`src/rtl/mdu_pkg.sv`:
```
// Shared encodings and constants for the HI/LO multiply/divide unit.
package mdu_pkg;

    localparam logic OP_MUL = 1'b0;
    localparam logic OP_DIV = 1'b1;

    localparam int DIV_ITERS = 32;
    localparam int CNT_W     = 6;

    localparam logic [31:0] DBZ_LO = 32'hFFFF_FFFF;

    typedef enum logic [1:0] {
        IDLE,
        MUL_WAIT,
        DIV_ITER,
        DIV_FIX
    } state_e;

    // Two's-complement magnitude; 0x80000000 maps to itself, which is 2^31 unsigned.
    function automatic logic [31:0] abs32(input logic [31:0] v);
        return v[31] ? (~v + 32'd1) : v;
    endfunction

endpackage

```
`src/rtl/div_core.sv`:
```
// Unsigned restoring shift-subtract divider core: one quotient bit per step, 32 steps.
module div_core
    import mdu_pkg::*;
(
    input  logic        clk,
    input  logic        clr,
    input  logic        load,
    input  logic        step,
    input  logic [31:0] dividend,
    input  logic [31:0] divisor,
    output logic [31:0] rem,
    output logic [31:0] quo,
    output logic        last
);

    logic [31:0]      rem_q, rem_d;
    logic [31:0]      quo_q, quo_d;
    logic [31:0]      dvsr_q, dvsr_d;
    logic [CNT_W-1:0] cnt_q, cnt_d;
    logic [32:0]      trial;
    logic [31:0]      shifted;

    // quo_q starts as the dividend and fills with quotient bits from the right.
    assign shifted = {rem_q[30:0], quo_q[31]};
    assign trial   = {1'b0, shifted} - {1'b0, dvsr_q};

    always_comb begin
        // NOTE: every output of a combinational block gets a default first so no latch is inferred.
        rem_d  = rem_q;
        quo_d  = quo_q;
        dvsr_d = dvsr_q;
        cnt_d  = cnt_q;
        if (load) begin
            rem_d  = '0;
            quo_d  = dividend;
            dvsr_d = divisor;
            cnt_d  = '0;
        end else if (step) begin
            cnt_d = cnt_q + CNT_W'(1);
            if (!trial[32]) begin
                rem_d = trial[31:0];
                quo_d = {quo_q[30:0], 1'b1};
            end else begin
                rem_d = shifted;
                quo_d = {quo_q[30:0], 1'b0};
            end
        end
    end

    always_ff @(posedge clk or posedge clr) begin
        // NOTE: sequential state uses non-blocking assignments so all flops update from pre-edge values.
        if (clr) begin
            rem_q  <= '0;
            quo_q  <= '0;
            dvsr_q <= '0;
            cnt_q  <= '0;
        end else begin
            rem_q  <= rem_d;
            quo_q  <= quo_d;
            dvsr_q <= dvsr_d;
            cnt_q  <= cnt_d;
        end
    end

    assign rem  = rem_q;
    assign quo  = quo_q;
    assign last = (cnt_q == CNT_W'(DIV_ITERS - 1));

endmodule

```
`src/rtl/mul32s.sv`:
```
// Combinational signed 32x32 -> 64 multiplier with the same interface as the Booth multiplier.
module mul32s (
    input  logic [31:0] a,
    input  logic [31:0] b,
    output logic [63:0] p
);

    assign p = $signed({{32{a[31]}}, a}) * $signed({{32{b[31]}}, b});

endmodule

```
`src/rtl/hi_lo_mdu.sv`:
```
// HI/LO multiply/divide unit: shared start/busy/done handshake for MUL and signed DIV.
module hi_lo_mdu
    import mdu_pkg::*;
#(
    parameter int               WIDTH    = 32,
    parameter logic [WIDTH-1:0] HI_RESET = 32'h0,
    parameter logic [WIDTH-1:0] LO_RESET = 32'h0
) (
    input  logic             clk,
    input  logic             clr,
    input  logic             start,
    input  logic             op,
    input  logic [WIDTH-1:0] src_a,
    input  logic [WIDTH-1:0] src_b,
    input  logic             hi_wr,
    input  logic             lo_wr,
    input  logic [WIDTH-1:0] bus_in,
    output logic             busy,
    output logic             done,
    output logic             div_by_zero,
    output logic [WIDTH-1:0] hi,
    output logic [WIDTH-1:0] lo
);

    state_e      state_q, state_d;
    logic [31:0] a_q, a_d, b_q, b_d;
    logic [31:0] hi_q, hi_d, lo_q, lo_d;
    logic        sgn_quo_q, sgn_quo_d, sgn_rem_q, sgn_rem_d;
    logic        dbz_pend_q, dbz_pend_d;
    logic        dbz_q, dbz_d, busy_q, busy_d, done_q, done_d;
    logic        div_load, div_step, div_last;
    logic [31:0] div_rem, div_quo;
    logic [63:0] product;

    mul32s u_mul (
        .a (a_q),
        .b (b_q),
        .p (product)
    );

    div_core u_div (
        .clk      (clk),
        .clr      (clr),
        .load     (div_load),
        .step     (div_step),
        .dividend (abs32(src_a)),
        .divisor  (abs32(src_b)),
        .rem      (div_rem),
        .quo      (div_quo),
        .last     (div_last)
    );

    always_comb begin
        state_d    = state_q;
        a_d        = a_q;
        b_d        = b_q;
        hi_d       = hi_q;
        lo_d       = lo_q;
        sgn_quo_d  = sgn_quo_q;
        sgn_rem_d  = sgn_rem_q;
        dbz_pend_d = dbz_pend_q;
        dbz_d      = dbz_q;
        done_d     = 1'b0;
        div_load   = 1'b0;
        div_step   = 1'b0;
        unique case (state_q)
            IDLE: begin
                // Direct writes land now; a launched operation overwrites them at done.
                if (hi_wr) hi_d = bus_in;
                if (lo_wr) lo_d = bus_in;
                if (start) begin
                    a_d        = src_a;
                    b_d        = src_b;
                    dbz_d      = 1'b0;
                    dbz_pend_d = 1'b0;
                    if (op == OP_MUL) begin
                        state_d = MUL_WAIT;
                    end else if (src_b == '0) begin
                        dbz_pend_d = 1'b1;
                        state_d    = DIV_FIX;
                    end else begin
                        div_load  = 1'b1;
                        sgn_quo_d = src_a[31] ^ src_b[31];
                        sgn_rem_d = src_a[31];
                        state_d   = DIV_ITER;
                    end
                end
            end
            MUL_WAIT: begin
                {hi_d, lo_d} = product;
                done_d       = 1'b1;
                state_d      = IDLE;
            end
            DIV_ITER: begin
                div_step = 1'b1;
                if (div_last) state_d = DIV_FIX;
            end
            DIV_FIX: begin
                if (dbz_pend_q) begin
                    hi_d  = a_q;
                    lo_d  = DBZ_LO;
                    dbz_d = 1'b1;
                end else begin
                    lo_d = sgn_quo_q ? -div_quo : div_quo;
                    hi_d = sgn_rem_q ? -div_rem : div_rem;
                end
                done_d  = 1'b1;
                state_d = IDLE;
            end
            default: state_d = IDLE;
        endcase
        busy_d = (state_d != IDLE);
    end

    always_ff @(posedge clk or posedge clr) begin
        if (clr) begin
            state_q    <= IDLE;
            a_q        <= '0;
            b_q        <= '0;
            hi_q       <= HI_RESET;
            lo_q       <= LO_RESET;
            sgn_quo_q  <= 1'b0;
            sgn_rem_q  <= 1'b0;
            dbz_pend_q <= 1'b0;
            dbz_q      <= 1'b0;
            busy_q     <= 1'b0;
            done_q     <= 1'b0;
        end else begin
            state_q    <= state_d;
            a_q        <= a_d;
            b_q        <= b_d;
            hi_q       <= hi_d;
            lo_q       <= lo_d;
            sgn_quo_q  <= sgn_quo_d;
            sgn_rem_q  <= sgn_rem_d;
            dbz_pend_q <= dbz_pend_d;
            dbz_q      <= dbz_d;
            busy_q     <= busy_d;
            done_q     <= done_d;
        end
    end

    assign busy        = busy_q;
    assign done        = done_q;
    assign div_by_zero = dbz_q;
    assign hi          = hi_q;
    assign lo          = lo_q;

endmodule

```
`config.mk`:
```
export PLATFORM = sky130hd
export DESIGN_NAME = hi_lo_mdu
export DESIGN_NICKNAME = d
export VERILOG_FILES = /design/src/rtl/mdu_pkg.sv /design/src/rtl/div_core.sv /design/src/rtl/mul32s.sv /design/src/rtl/hi_lo_mdu.sv
export SDC_FILE = /design/constraint.sdc
export NUM_CORES = 2
export LEC_CHECK = 0
export CAP_MARGIN = 20
export CELL_PAD_IN_SITES_DETAIL_PLACEMENT = 2
export CELL_PAD_IN_SITES_GLOBAL_PLACEMENT = 2
export CORE_MARGIN = 10
export CORE_UTILIZATION = 45
export CTS_CLUSTER_DIAMETER = 150
export CTS_CLUSTER_SIZE = 12
export DETAILED_ROUTE_END_ITERATION = 16
export PLACE_DENSITY = 0.93
export SYNTH_ARGS = -nofsm -noshare
export SYNTH_HDL_FRONTEND = slang
export SYNTH_SLANG_ARGS = --single-unit
```
`constraint.sdc`:
```
create_clock -name clk -period 13.9 [get_ports clk]
set_input_delay 3.475 -clock clk [delete_from_list [all_inputs] [get_ports clk]]
set_output_delay 3.475 -clock clk [all_outputs]
set_load 0.01 [all_outputs]
```
Word-level counts from Yosys, hierarchy flattened
Index checks and enable logic that the tools add are counted.
{ "totals": {"regBits": 238, "inputBits": 102, "wordCells": 80} }
{ "op_classes": {"add_sub_neg": 6, "multipliers": 1, "eq_ne": 8, "mux": 34, "n_bitwise": 4, "n_reduce_logical": 12} }
{ "ops": {"columns": ["operator", "n"], "rows": [
  ["32-bit 2-to-1 mux", 13],
  ["32-bit one-hot mux with 3 select lines", 2],
  ["32-bit by 1-bit adder with 32-bit output (second input constant)", 2],
  ["32-bit by 32-bit multiplier with 64-bit output", 1],
  ["32-bit negator", 2],
  ["32-bit inverter", 2],
  ["32-bit by 32-bit subtractor with 33-bit output", 1],
  ["32-bit zero test", 1],
  ["1-bit 2-to-1 mux", 12],
  ["6-bit 2-to-1 mux", 2],
  ["2-bit != test (second input constant)", 4],
  ["6-bit by 1-bit adder with 6-bit output (second input constant)", 1],
  ["6-bit by 5-bit equality test with 1-bit output (second input constant)", 1],
  ["2-bit 2-to-1 mux", 3],
  ["2-bit one-hot mux with 3 select lines", 1],
  ["2-bit AND reduction", 3],
  ["2-bit nonzero test", 3],
  ["2-bit equality test (second input constant)", 2],
  ["4-bit AND reduction", 1],
  ["3-bit AND reduction", 1],
  ["3-bit nonzero test", 1],
  ["2-bit by 1-bit equality test with 1-bit output (second input constant)", 1],
  ["2-bit zero test", 1],
  ["1-bit one-hot mux with 2 select lines", 1],
  ["3 further kinds", 3]
]} }

Depth between registers and ports, before layout
{ "depth": {"depth_word": 6, "depth_mapped": 29} }

Modules after synthesis
A second synthesis with hierarchy kept.
{ "hier_totals": {"hier_cells": 5751, "area_unflattened_um2": 51668.3} }
{ "by_module_without_submodules": {"columns": ["mod", "instances", "cells_each", "area_per_inst_um2"], "rows": [
  ["mul32s", 1, 3836, 35932.0],
  ["hi_lo_mdu", 1, 1204, 9534.1],
  ["div_core", 1, 711, 6202.2]
]} }

Least setup slack after synthesis
OpenSTA, ideal clock, no wires.
{ "synth_timing": {"path_type": "register to register", "from": "register a_q[31]", "to": "register hi_q[31], in the netlist hi[31]", "setup_time_ns": 0.069, "t_arrival_ns": 7.800, "path_slack_ns": 6.031, "stages_incl_launch_ff": 27, "synth_period_minus_slack_ns": 7.869, "cell_sequence": "dfrtp_1 -> clkbuf_1 -> nand2_1 -> inv_1 -> fa_1 -> inv_1 -> fa_1 -> inv_1 -> fa_1 -> fa_1 -> inv_1 -> fa_1 -> inv_1 -> fa_1 -> fa_1 -> fa_1 -> ha_1 -> clkbuf_1 -> a21o_1 -> a21o_1 -> a21oi_1 -> o21ai_0 -> o211ai_1 -> a21o_1 -> o31ai_2 -> or4b_2 -> nand3_1"} }
{ "synth_via": {"elab_chain_len": 2, "elab_cells_between_ends": 3} }
{ "synth_lines": {"columns": ["item", "line_no", "rtl"], "rows": [
  ["start: declaration", "hi_lo_mdu.sv:26", "logic [31:0] a_q, a_d, b_q, b_d;"],
  ["start signal: assignment", "hi_lo_mdu.sv:118", "a_q <= '0;"],
  ["start signal: assignment", "hi_lo_mdu.sv:130", "a_q <= a_d;"],
  ["32-bit by 32-bit multiplier with 64-bit output / 32-bit 2-to-1 mux (equally long branches)", "mul32s.sv:8, hi_lo_mdu.sv:99", null],
  ["32-bit one-hot mux with 3 select lines *", "hi_lo_mdu.sv:66", "unique case (state_q)"],
  ["end signal: assignment", "hi_lo_mdu.sv:132", "hi_q <= hi_d;"],
  ["end: declaration", "hi_lo_mdu.sv:27", "logic [31:0] hi_q, hi_d, lo_q, lo_d;"]
]} }
Every way passes the cells marked *; elsewhere a longest branch is shown, timed or not.
A chain may end at the register's enable or synchronous reset.

Worst setup path in the final report
{ "layout_timing": {"from": "register b_q[17]", "to": "register hi_q[24], in the netlist hi[24]"} }
{ "layout_via": {"elab_chain_len": 2} }
{ "layout_lines": {"columns": ["item", "line_no", "rtl"], "rows": [
  ["start: declaration", "hi_lo_mdu.sv:26", null],
  ["start signal: assignment", "hi_lo_mdu.sv:119", "b_q <= '0;"],
  ["start signal: assignment", "hi_lo_mdu.sv:131", "b_q <= b_d;"],
  ["32-bit by 32-bit multiplier with 64-bit output", "mul32s.sv:8", "assign p = $signed({{32{a[31]}}, a}) * $signed({{32{b[31]}}, b});"],
  ["32-bit one-hot mux with 3 select lines", "hi_lo_mdu.sv:66", null]
]} }
Every way passes these cells.

==> impl_metrics.ini <==
[layout]
instances_no_fill = 6990
area_delta_synth_final_pct = 7.55
layout.nets = 6855
final_common_cell = fa_1
mostFrequentLayoutCells = 1083 x fa_1, 989 x inv_1, 718 x nand2_1
drive_gt1_share_pct = 4.21
final_util_pct = 48.9

[status]
status = finished clean

[placement]
dpl.hpwl_mm = 202
place_congestion = 0.933
place_inst = 6906
numPortBuffers = 168

[critical_path]
crit_path_end_kind = flop
path_common_cell = fa_1
cp-start-kind = flop
critPathRequiredTime_ps = 14320
r2r_slack_ps = 2350
crit_fanout = 33
r2r_start = b_q[17]
crit_buf_inv = 3
reg2reg_to = hi[24]
critPathKind = reg2reg
slowest_stage = dfrtp_2
critical-path-max-stage-delay_ps = 1140
arrival_ps = 11960
cpLargestDelayFamily = adder cells
worstPathCellList = nand2_1 -> fa_1 -> inv_1 -> fa_1 -> inv_1 -> fa_1 -> fa_1 -> inv_1 -> fa_1 -> fa_1 -> fa_1 -> fa_1 -> ha_1 -> a21oi_1 -> o21ai_0 -> a21o_1 -> a21oi_1 -> nor2_1 -> a2111oi_0 -> o21ai_0 -> a221oi_1 -> a31oi_1 -> xnor2_1 -> o221ai_1
reg2reg_depth = 24

[synthesis]
synth.top_cell.area_share_pct = 42.9
synth-edff-count = 0
avgSynthCellArea_um2 = 9.23
syn-num-nets = 6884
synth_top_area_cell = fa_1
synth-async-reset-ratio_pct = 100
synth_area_um2 = 50600
yosysSeqAreaShare_pct = 11.8
synth_cells = 5478
synth_flop_cell = dfrtp_1
yosys.cell_types.count = 77
synth_area_leaders = fa_1 43%, dfrtp_1 12%, inv_1 7.3%, and2_1 6.4%, ha_1 5.5%
ys_seq_elements = 238
yosysWarnings = 0

[floorplan]
rows = 122
dieArea_um2 = 126000
die_x_um = 355
die_h_um = 355
ios = 169
design.core.area_um2 = 111000
start_util_pct = 45.5

[drt]
wl_mm = 326
drc = 0
drt_pass1_iterations = 9
vias = 50400
vias_per_cell = 7.20
initialDrtViolationCount = 7506
routedWlPerCell_um = 46.7
antenna_left = 0

[sta]
hold_violations = 0
relSlewSlack_pct = 8.49
fin_hold_ws_ps = 523
setup_viol = 0
layout_worst_path_cycle_share_pct = 83.1
worst_pin_slew_ps = 1360
rsz0062_at_grt = false
fin_worst_skew_ps = 45.8
slew_viol_final = 0
fin_crit_ps = 11550
tns_ps = 0
fmax_mhz = 86.6

[global_route]
met2_usage_pct = 74.7
track_usage_pct = 49.0
gr-total-overflow = 0
antenna_found_initial = 61
grt_busiest_layer = met2
grt_pass1_wl_mm = 439
grt_max_degree = 71
grt_use_met3_pct = 23.3
grt_pass1_vias = 57100
met1_usage_pct = 47.1

[hold_path]
min_path_type = reg2reg
hold_end = b_q[23]
hold_depth = 1
holdCritStartpoint = b_q[23]

[cts]
root_buffer = clkbuf_16
ctsResizeCount = 0
post_cts_buffers = 0
path_clk_slew_ps = 80
htreeDepth = 1
cts_hold_buf = 0
cts_buffers = 23
cts_num_sinks = 238
insertion_delay_ps = 620
max-clock-path-buffers = 3
cts_tree = yes

[run]
maxCapViolations = 0
==> cells by family after synthesis <==
family	synth area share, %
xor+xnor	3.81
flops	11.8
fa+ha+maj	48.3
mux	1.98
buf+inv	9.78
compound gates	8.60
simple gates	15.7
==> metrics by stage <==
step / cell area (um2) / setup slack (ps)
2_1_floorplan: 50600 / 3890
3_3_place_gp: 53500 / 5010
3_5_place_dp: 53500 / 4240
4_1_cts: 54200 / 3550
5_1_grt: 54300 / 2060
6_report: 54400 / 2350
==> sequential cells by signal (all words and copies together) (netlist names) <==
signal	cells
a_q	32
b_q	32
hi	32
lo	32
u_div.dvsr_q	32
u_div.quo	32
u_div.rem	32
u_div.cnt_q	6
state_q	2
busy	1
dbz_pend_q	1
div_by_zero	1
done	1
sgn_quo_q	1
sgn_rem_q	1
==> cell usage after synthesis, drive strengths merged (23+ instances only) <==
master	instances
o211ai	25
dfrtp	238
o21ai	251
xor2	101
mux2	66
mux2i	26
nand2	720
nor3	23
buf	28
a21o	45
nand2b	28
inv	991
a211oi	24
xnor2	119
a21oi	149
ha	221
o31ai	42
nand3	58
clkbuf	278
nor2	180
fa	1083
and2	519
==> layout make-up <==
class	instances	area, um2
clock buffer	33	623
tap	1488	1860
clock inverter	1	8.76
fill	11600	56700
inverter	993	3730
sequential	238	5980
antenna	44	110
timing repair buffer	252	2350
multi-input combinational	3941	39700
==> metal layers <==
metal,up-vias,part of all wire [%]
li1,16700,-
met1,25100,29
met2,5546,43
met3,2965,14
met4,48,14
met5,-,0.20
==> how the worst max path moves through the flow <==
stage | slack, ps | endpoint | from | depth (start not counted)
2_1_floorplan | 3890 | a_q[0] | clr | 1
3_3_place_gp | 5010 | hi[30] | a_q[26] | 27
3_5_place_dp | 4240 | hi[30] | b_q[2] | 25
4_1_cts | 3550 | hi[30] | b_q[2] | 25
5_1_grt | 2060 | hi[14] | b_q[17] | 21
6_report | 2350 | hi[24] | b_q[17] | 24
Power is not shown: default switching activity piles up to over one toggle a cycle in this logic, so the estimate is an artifact.
